[config.mk]
export PLATFORM = sky130hd
export DESIGN_NAME = cam_yuv_capture
export DESIGN_NICKNAME = d
export VERILOG_FILES = /design/src/rtl/cam_pkg.sv /design/src/rtl/yuv_green_key.sv /design/src/rtl/cam_yuv_capture.sv
export SDC_FILE = /design/constraint.sdc
export NUM_CORES = 1
export LEC_CHECK = 0
export ABC_AREA = 0
export CAP_MARGIN = 20
export CORE_ASPECT_RATIO = 0.8
export CORE_MARGIN = 3
export CORE_UTILIZATION = 57
export CTS_BUF_LIST = sky130_fd_sc_hd__clkbuf_4 sky130_fd_sc_hd__clkbuf_8 sky130_fd_sc_hd__clkbuf_16
export CTS_CLUSTER_SIZE = 40
export DETAILED_ROUTE_END_ITERATION = 8
export DONT_BUFFER_PORTS = 1
export GPL_TIMING_DRIVEN = 1
export PLACE_DENSITY = 0.82
export SYNTH_ARGS = -nofsm -noshare
export SYNTH_HDL_FRONTEND = slang
export SYNTH_SLANG_ARGS = --single-unit
[constraint.sdc]
create_clock -name PCLK -period 4 [get_ports PCLK]
set_input_delay 1 -clock PCLK [delete_from_list [all_inputs] [get_ports PCLK]]
set_output_delay 1 -clock PCLK [all_outputs]
set_load 0.01 [all_outputs]
[src/rtl/cam_pkg.sv]
// Shared encodings for the camera capture path: output modes, FSM states, byte phases.
package cam_pkg;
    localparam logic [1:0] MODE_LUMA   = 2'd0;
    localparam logic [1:0] MODE_MASK   = 2'd1;
    localparam logic [1:0] MODE_KEYOUT = 2'd2;

    typedef logic [1:0] state_t;
    localparam state_t IDLE   = 2'd0;
    localparam state_t ACTIVE = 2'd1;
    localparam state_t HOLD   = 2'd2;

    localparam logic [1:0] PH_Y0 = 2'd0;
    localparam logic [1:0] PH_CB = 2'd1;
    localparam logic [1:0] PH_Y1 = 2'd2;
    localparam logic [1:0] PH_CR = 2'd3;
endpackage

[src/rtl/yuv_green_key.sv]
// Unsigned green-key test plus output-mode select, registered once when load is high.
module yuv_green_key
    import cam_pkg::*;
#(
    parameter int unsigned DATA_W = 8
) (
    input  logic              PCLK,
    input  logic              reset,
    input  logic              load,
    input  logic [1:0]        mode,
    input  logic [DATA_W-1:0] y,
    input  logic [DATA_W-1:0] cb,
    input  logic [DATA_W-1:0] cr,
    input  logic [DATA_W-1:0] y_min,
    input  logic [DATA_W-1:0] cb_max,
    input  logic [DATA_W-1:0] cr_max,
    output logic [DATA_W-1:0] pix,
    output logic              verde
);
    logic              green_c;
    logic [DATA_W-1:0] pix_c;

    always_comb begin
        green_c = (y > y_min) && (cb < cb_max) && (cr < cr_max);
        pix_c   = '0;
        case (mode)
            MODE_LUMA:   pix_c = y;
            MODE_MASK:   pix_c = green_c ? {DATA_W{1'b1}} : {DATA_W{1'b0}};
            MODE_KEYOUT: pix_c = green_c ? {DATA_W{1'b0}} : y;
            default:     pix_c = '0;
        endcase
    end

    always_ff @(posedge PCLK or posedge reset) begin
        if (reset) begin
            pix   <= '0;
            verde <= 1'b0;
        end else if (load) begin
            pix   <= pix_c;
            verde <= green_c;
        end
    end
endmodule

[src/rtl/cam_yuv_capture.sv]
// YUV422 camera capture: deinterleave, green key, 2^S decimation, framebuffer writes and frame status.
module cam_yuv_capture
    import cam_pkg::*;
#(
    parameter int unsigned H_ACTIVE   = 640,
    parameter int unsigned V_ACTIVE   = 480,
    parameter int unsigned SCALE_LOG2 = 0,
    parameter int unsigned ADDR_W     = 19,
    parameter int unsigned DATA_W     = 8
) (
    input  logic              PCLK,
    input  logic              reset,
    input  logic [DATA_W-1:0] D,
    input  logic              VSYNC,
    input  logic              HREF,
    input  logic              enable,
    input  logic              single_shot,
    input  logic [1:0]        mode,
    input  logic [DATA_W-1:0] y_min,
    input  logic [DATA_W-1:0] cb_max,
    input  logic [DATA_W-1:0] cr_max,
    output logic              wr_en,
    output logic [ADDR_W-1:0] wr_addr,
    output logic [DATA_W-1:0] wr_data,
    output logic              verde,
    output logic              frame_done,
    output logic              frame_err,
    output logic              busy
);
    localparam int unsigned    X_W    = $clog2(H_ACTIVE + 1);
    localparam int unsigned    Y_W    = $clog2(V_ACTIVE + 1);
    localparam logic [X_W-1:0] H_LIM  = X_W'(H_ACTIVE);
    localparam logic [Y_W-1:0] V_LIM  = Y_W'(V_ACTIVE);
    localparam logic [X_W-1:0] X_MASK = X_W'((32'd1 << SCALE_LOG2) - 32'd1);
    localparam logic [Y_W-1:0] Y_MASK = Y_W'((32'd1 << SCALE_LOG2) - 32'd1);

    state_t            state, state_nx;
    logic              vsync_q, href_q;
    logic [1:0]        phase;
    logic [DATA_W-1:0] y0_r, cb_r, y1_r, cr_r;
    logic              emit0, emit1;
    logic [X_W-1:0]    x_cnt;
    logic [Y_W-1:0]    y_cnt;
    logic [ADDR_W-1:0] addr_cnt;
    logic              bad, px_seen, eol_pend;

    logic              vsync_fall_c, vsync_rise_c, href_fall_c;
    logic              start_c, eof_c, good_c, emit_c, in_range_c, write_c, eol_c;
    logic [DATA_W-1:0] pix_y_c;

    always_comb begin
        vsync_fall_c = vsync_q & ~VSYNC;
        vsync_rise_c = ~vsync_q & VSYNC;
        href_fall_c  = (state == ACTIVE) & href_q & ~HREF;
        start_c      = (state == IDLE) & enable & vsync_fall_c;
        eof_c        = (state == ACTIVE) & vsync_rise_c;
        good_c       = (y_cnt == V_LIM) & ~bad;
        emit_c       = emit0 | emit1;
        pix_y_c      = emit0 ? y0_r : y1_r;
        in_range_c   = (x_cnt < H_LIM) && (y_cnt < V_LIM);
        write_c      = emit_c && in_range_c && ((x_cnt & X_MASK) == '0) && ((y_cnt & Y_MASK) == '0);
        // Line end waits for the last group's two pixels so they keep the old line number.
        eol_c        = (eol_pend | href_fall_c) & ~emit_c;
    end

    always_ff @(posedge PCLK or posedge reset) begin
        if (reset) state <= IDLE;
        else       state <= state_nx;
    end

    always_comb begin
        state_nx = state;
        case (state)
            IDLE:    if (enable && vsync_fall_c) state_nx = ACTIVE;
            ACTIVE:  if (vsync_rise_c) state_nx = (single_shot && good_c) ? HOLD : IDLE;
            HOLD:    if (!enable) state_nx = IDLE;
            default: state_nx = IDLE;
        endcase
    end

    always_ff @(posedge PCLK or posedge reset) begin
        if (reset) begin
            vsync_q    <= 1'b0;
            href_q     <= 1'b0;
            phase      <= PH_Y0;
            y0_r       <= '0;
            cb_r       <= '0;
            y1_r       <= '0;
            cr_r       <= '0;
            emit0      <= 1'b0;
            emit1      <= 1'b0;
            x_cnt      <= '0;
            y_cnt      <= '0;
            addr_cnt   <= '0;
            bad        <= 1'b0;
            px_seen    <= 1'b0;
            eol_pend   <= 1'b0;
            wr_en      <= 1'b0;
            wr_addr    <= '0;
            frame_done <= 1'b0;
            frame_err  <= 1'b0;
            busy       <= 1'b0;
        end else begin
            vsync_q    <= VSYNC;
            href_q     <= HREF;
            emit0      <= 1'b0;
            emit1      <= emit0;
            frame_done <= 1'b0;
            frame_err  <= 1'b0;
            wr_en      <= write_c;
            busy       <= (state_nx == ACTIVE);

            if (write_c) begin
                wr_addr  <= addr_cnt;
                addr_cnt <= addr_cnt + 1'b1;
            end

            if (emit_c) begin
                px_seen <= 1'b1;
                if (x_cnt != H_LIM) x_cnt <= x_cnt + 1'b1;
                if (!in_range_c) bad <= 1'b1;
            end

            if (state == ACTIVE && HREF) begin
                phase <= phase + 1'b1;
                case (phase)
                    PH_Y0: y0_r <= D;
                    PH_CB: cb_r <= D;
                    PH_Y1: y1_r <= D;
                    PH_CR: begin
                        cr_r  <= D;
                        emit0 <= 1'b1;
                    end
                endcase
            end

            if (href_fall_c) begin
                eol_pend <= 1'b1;
                if (phase != PH_Y0) begin
                    phase <= PH_Y0;
                    bad   <= 1'b1;
                end
            end

            if (eol_c) begin
                eol_pend <= 1'b0;
                px_seen  <= 1'b0;
                x_cnt    <= '0;
                if (px_seen) begin
                    if (y_cnt != V_LIM) y_cnt <= y_cnt + 1'b1;
                    if (x_cnt < H_LIM)  bad   <= 1'b1;
                end
            end

            if (eof_c) begin
                frame_done <= good_c;
                frame_err  <= ~good_c;
                bad        <= 1'b0;
            end

            if (start_c) begin
                phase    <= PH_Y0;
                emit0    <= 1'b0;
                emit1    <= 1'b0;
                x_cnt    <= '0;
                y_cnt    <= '0;
                addr_cnt <= '0;
                bad      <= 1'b0;
                px_seen  <= 1'b0;
                eol_pend <= 1'b0;
            end
        end
    end

    yuv_green_key #(.DATA_W(DATA_W)) u_key (
        .PCLK   (PCLK),
        .reset  (reset),
        .load   (write_c),
        .mode   (mode),
        .y      (pix_y_c),
        .cb     (cb_r),
        .cr     (cr_r),
        .y_min  (y_min),
        .cb_max (cb_max),
        .cr_max (cr_max),
        .pix    (wr_data),
        .verde  (verde)
    );
endmodule

==> results of run 1 <==
## routing by layer
layer  vias to the layer above  GRT usage, %  share of wire [%]
met5                         -             0                  0
met2                        95          36.6                 48
met4                         0          7.63                1.7
li1                       1828             -                  -
met3                        24          7.56                5.3
met1                      1943          30.1                 45
## synthesized netlist by cell type (all sizes together) (5+ instances only)
cell type | number | area (um^2)
xor2 | 15 | 131
mux2 | 39 | 439
nor4 | 6 | 73.8
inv | 39 | 146
a21oi | 18 | 90.1
xnor2 | 18 | 158
ha | 31 | 388
buf | 5 | 35.0
dfrtp | 113 | 2830
nand3 | 13 | 100
or3 | 5 | 31.3
nand2 | 83 | 327
o21ai | 20 | 104
nor2 | 53 | 199
o31ai | 9 | 67.6
clkbuf | 8 | 30.0
nand4 | 12 | 81.3
nor3 | 11 | 60.1
## registers in the layout, indices dropped and copies added, names as in the netlist, 2 cells and up
signal     cells
phase          2
y1_r           8
state          2
cr_r           8
cb_r           8
x_cnt         10
y0_r           8
wr_addr       19
addr_cnt      19
u_key.pix      8
y_cnt          9
## metrics by stage
step           total power, W  cell area (um^2)
6_report              0.00416              6270
5_1_grt               0.00440              6270
2_1_floorplan         0.00240              5560
3_5_place_dp          0.00266              5670
3_3_place_gp          0.00257              5670
4_1_cts               0.00417              6270
## cell families after synthesis
family	after synthesis	synth area share, %
multiplexers	40	8.08
flip-flops	113	50.9
XOR/XNOR	33	5.20
adder cells (fa/ha/maj)	31	6.98
buffers and inverters	52	3.80
AND/OR/NAND/NOR	199	17.9
AO/OA/AOI/OAI	62	7.16
## power by group through the flow
stage                     logic (W)  registers (W)  clock network (W)
after floorplan            0.000663        0.00173                  0
after global placement     0.000758        0.00181                  0
after detailed placement   0.000828        0.00183                  0
after CTS                  0.000836        0.00182            0.00152
after global routing       0.000952        0.00186            0.00159
final                      0.000835        0.00182            0.00151
## cell type report
class	count	area, um^2	share of cell area, %
multi-input combinational	365	2530	40.3
clock inverter	14	156	2.49
clock buffer	18	439	7.00
timing repair buffer	2	27.5	0.439
sequential	113	2830	45.1
tap	115	144	2.29
inverter	39	149	2.37
## worst max-delay path by stage
stage | startpoint | endpoint | slack [ns] | cells past startpoint
floorplan | reset | addr_cnt[0] | 0.01 | 1
detailed placement | cr_max[7] | u_key.pix[1] | 1.16 | 8
global route | emit0 | addr_cnt[7] | 1.14 | 7
finish | emit0 | u_key.pix[3] | 1.28 | 8
CTS | emit0 | addr_cnt[10] | 1.34 | 7
global placement | cr_max[2] | u_key.pix[0] | 1.30 | 8
## placed cells by master (no fill, tap or decap), types with 2 or more instances in the layout
cell,netlist,routed
a22oi_1,2,2
nand3_1,9,9
nand2_4,2,2
nor3_2,1,2
nand2_1,81,81
ha_1,31,31
a21oi_1,18,18
nor2_1,53,53
mux2_2,39,39
nand3_2,2,2
nor2b_1,4,4
o211ai_1,4,4
clkbuf_16,0,17
inv_1,38,37
nand3_4,2,2
o21ai_0,18,18
nor4_1,3,3
bufinv_16,0,2
or3_1,5,5
clkinv_2,0,2
clkinv_4,0,6
xor2_1,15,15
dfrtp_1,113,113
inv_6,0,3
a211oi_1,2,2
nand4_1,11,11
nor4_4,2,2
nor3_1,10,9
o31ai_1,9,9
xnor2_1,18,18
## worst max-delay path, cell delays in order (launching register included)
cell	delay, ns
dfrtp_1	0.64
mux2_2	0.42
ha_1	0.33
a21oi_1	0.15
nand2_1	0.07
a21o_1	0.18
o211ai_1	0.28
o21a_1	0.37
o31ai_1	0.13
==> flow_metrics.py, run 1 <==
metrics = {
    "clocking": {
        "cts_tree": "done",
        "clock_path_buffers": 2,
        "ctsHtreeMaxLevel": 4,
        "post_cts_resize_count": 0,
        "holdBufCountCts": 0,
        "cts_made_buffers": 17,
        "post_cts.repair.setup_buffers": 0,
        "clkSinkCount": 113,
        "clkSlewWorstSetupHoldPaths_ns": 0.06,
        "insertion_delay_ns": 0.42,
        "root_buffer": "clkbuf_16",
    },
    "die": {
        "core_area_mm2": 0.00927,
        "start_util_pct": 60.0,
        "ioPinCount": 72,
        "die_h_um": 94.3,
        "die_area_mm2": 0.0110,
        "row_count": 31,
        "die-width_um": 116,
    },
    "timing": {
        "skew_ns": 0.00954,
        "period_needed_ns": 2.72,
        "setup_viol": 0,
        "max_freq_mhz": 368,
        "tightest_slew_ns": 0.761,
        "tns_ns": 0,
        "rsz0062_at_grt": "no",
        "max_slew_margin_pct": 49.3,
        "hold_violations": 0,
        "post-route-period-util_pct": 68.0,
        "holdWs_ns": 0.505,
        "drv_slew": 0,
        "layout_setup_ws_ns": 1.28,
    },
    "placed_design": {
        "port_buffers": 0,
        "gp_congestion": 0.880,
        "hpwl_mm": 8.05,
        "post-place-ws_ns": 1.16,
        "dp_cells": 634,
    },
    "route": {
        "vias": 3890,
        "drtPass1Iterations": 4,
        "totalWireLength_mm": 11.5,
        "drc": 0,
        "postRouteAntennaNets": 0,
        "wl_per_cell_um": 17.3,
        "vias_per_cell": 5.84,
        "drtIter0Drc": 232,
    },
    "global_routing": {
        "grt_pass1_vias": 3935,
        "grt_remaining_overflow": 0,
        "grtUsageTotal_pct": 23.1,
        "grt_max_degree": 62,
        "grt_pass1_wl_mm": 19.6,
        "antenna_found_initial": 0,
    },
    "setup_path": {
        "critical_path.max_fanout": 11,
        "regToRegStartpoint": "emit0",
        "r2r-end": "u_key.pix[3]",
        "r2r_cells": 8,
        "start_kind": "flop",
        "cp-end-kind": "flop",
        "cp.arrival_ns": 2.99,
        "crit_required_ns": 4.27,
        "r2r_setup_slack_ns": 1.28,
        "path_class": "flop to flop",
    },
    "run_status": {
        "status": "finished, final reports clean",
    },
    "min_path": {
        "hp-class": "flop to flop",
        "hold_start": "y0_r[2]",
        "hold_end": "y0_r[2]",
        "min_path_cells": 1,
    },
    "pwr": {
        "combinationalPowerShare_pct": 20.1,
        "seqPwrFrac_pct": 43.7,
        "internal_power_w": 0.00282,
        "pwr-share-clk_pct": 36.3,
        "power.density_mw_per_mm2": 664,
        "swShare_pct": 32.2,
        "leakage_nw": 3.03,
        "irDropWorstVdd_mv": 0.497,
        "switchingPower_w": 0.00134,
    },
    "logic_synthesis": {
        "synth_ff_type": "dfrtp_1",
        "syn_nets": 601,
        "ys_types": 54,
        "yosysSeqAreaShare_pct": 50.9,
        "syn_inst": 530,
        "async_reset_ff_share_pct": 100,
        "synth_edf_count": 0,
        "syn-cell-area_mm2": 0.00556,
        "syn_area_per_cell_um2": 10.5,
        "yosys_warnings": 0,
        "ys_ff_latch": 113,
    },
    "final_layout": {
        "layout.cells.non_filler": 666,
        "fin_nets": 609,
        "antennaDiodeCount": 0,
        "area_growth_pct": 12.8,
        "drive_gt1_share_pct": 17.1,
        "fillers": 670,
        "utilization_pct": 67.6,
    },
    "run": {
        "maxCapViolations": 0,
    },
}
Note: power is estimated with default switching activity, not from simulation.
==> run 2: changes to the inputs <==
Settings changed: CORE_UTILIZATION 57 to 63, PLACE_DENSITY 0.82 to 0.86.
Clock period 4 ns to 2.6 ns, I/O delays scaled along.
==> flow_metrics.py, run 2 (synthesis results as in run 1) <==
metrics = {
    "timing": {
        "max_slew_margin_pct": 58.3,
        "hold_violations": 0,
        "skew_ns": 0.0115,
        "period_needed_ns": 2.46,
        "tightest_slew_ns": 0.625,
        "drv_slew": 0,
        "post-route-period-util_pct": 94.5,
        "setup_viol": 0,
        "max_freq_mhz": 407,
    },
    "die": {
        "start_util_pct": 67.5,
        "row_count": 29,
        "ioPinCount": 72,
        "core_area_mm2": 0.00824,
        "die_area_mm2": 0.0100,
        "die-width_um": 111,
        "die_h_um": 90.0,
    },
    "route": {
        "drtPass1Iterations": 5,
        "drc": 0,
        "totalWireLength_mm": 12.0,
        "postRouteAntennaNets": 0,
        "vias_per_cell": 5.94,
        "wl_per_cell_um": 18.1,
        "vias": 3931,
        "drtIter0Drc": 312,
    },
    "min_path": {
        "hp-class": "primary input to asynchronous set/reset pin",
    },
    "final_layout": {
        "reg_top3": "addr_cnt: 19 flops, wr_addr: 19 flops, x_cnt: 10 flops",
        "layout.cells.non_filler": 662,
        "final_common_cell": "dfrtp_1",
        "antennaDiodeCount": 0,
        "drive_gt1_share_pct": 18.1,
        "fillers": 491,
        "area_growth_pct": 14.0,
        "fin_nets": 613,
        "stdcell_area_mm2": 0.00634,
        "mostFrequentLayoutCells": "dfrtp_1 (112), nand2_1 (81), nor2_1 (52), mux2_2 (39), inv_1 (37)",
    },
    "setup_path": {
        "cp.arrival_ns": 2.87,
        "crit_required_ns": 3.01,
        "r2r-end": "u_key.pix[5]",
        "r2r_setup_slack_ns": 0.14,
        "start_kind": "flop",
        "path_class": "flop to flop",
        "critical_path.max_fanout": 8,
        "r2r_cells": 8,
        "cp-end-kind": "flop",
        "regToRegStartpoint": "emit0",
    },
    "placed_design": {
        "port_buffers": 0,
        "hpwl_mm": 8.08,
        "dp_cells": 631,
        "gp_congestion": 0.861,
        "place_area_mm2": 0.00570,
    },
    "pwr": {
        "leakage_nw": 3.06,
        "p_total_w": 0.00662,
        "irDropWorstVdd_mv": 0.791,
        "power.density_mw_per_mm2": 1040,
    },
    "clocking": {
        "cts_tree": "done",
        "insertion_delay_ns": 0.52,
        "clock_path_buffers": 2,
        "root_buffer": "clkbuf_8",
        "clkSlewWorstSetupHoldPaths_ns": 0.06,
        "cts_made_buffers": 17,
        "ctsHtreeMaxLevel": 4,
        "holdBufCountCts": 0,
        "clkSinkCount": 113,
        "post_cts.repair.setup_buffers": 0,
    },
    "global_routing": {
        "grt_max_degree": 63,
        "grtUsageTotal_pct": 25.1,
        "antenna_found_initial": 0,
        "grt_remaining_overflow": 0,
        "grt_pass1_vias": 4029,
        "grt_pass1_wl_mm": 20.1,
    },
    "run": {
        "maxCapViolations": 0,
    },
    "run_status": {
        "status": "finished, final reports clean",
    },
}
==> run 2: timing repair <==
item	4_1_cts	5_1_grt
resized for setup	0	3
hold endpoints to repair	0	0
endpoints found under the setup margin	0	8
==> run 2: final cells by class <==
type                       instances  area (um^2)  area share [%]
inverter                          39          150            2.37
timing repair buffer               6         57.6           0.908
sequential                       113         2830            44.6
multi-input combinational        365         2530            39.9
clock inverter                    11          185            2.92
tap                              108          135            2.13
clock buffer                      20          449            7.09
==> run 2: per-layer routing <==
layer,up-vias,part of all wire (%),global-route usage (%)
met5,-,0,0
met4,0,0.96,6.69
met3,16,6.5,7.58
met2,123,49,41.6
met1,1951,43,32.5
li1,1841,-,-
==> run 2: worst max-delay path by stage <==
stage | from | to | slack (ns) | cells past startpoint
4_1_cts | emit0 | u_key.pix[5] | 0.03 | 8
3_3_place_gp | cr_max[7] | u_key.pix[0] | 0.24 | 8
2_1_floorplan | emit0 | u_key.pix[0] | 0.18 | 9
6_report | emit0 | u_key.pix[5] | 0.14 | 8
5_1_grt | emit0 | u_key.pix[5] | -0.01 | 8
3_5_place_dp | cr_max[7] | u_key.pix[1] | 0.1 | 8
==> run 2: where the power goes <==
group	internal (W)	switching [W]
Combinational	0.000620	0.000700
Sequential	0.00229	0.000518
Clock	0.00170	0.000793
==> run 2: worst max-delay path, cell delays in order (launching register included) <==
cell	delay [ns]
dfrtp_2	0.48
mux2_2	0.38
ha_1	0.32
a21oi_1	0.16
nand2_1	0.08
a21o_1	0.17
o211ai_1	0.29
nor2_2	0.17
o31ai_1	0.29
==> run 2: per-stage QoR <==
stage          setup WS [ns]  hold WS (ns)  utilization (%)  TNS (ns)
5_1_grt              -0.0116         0.113             76.9   -0.0116
6_report               0.143        0.0734             76.9         0
3_5_place_dp          0.0993         0.480             69.2         0
2_1_floorplan          0.178         0.450                -         0
4_1_cts               0.0274        0.0830             76.9         0
3_3_place_gp           0.238         0.478             69.2         0
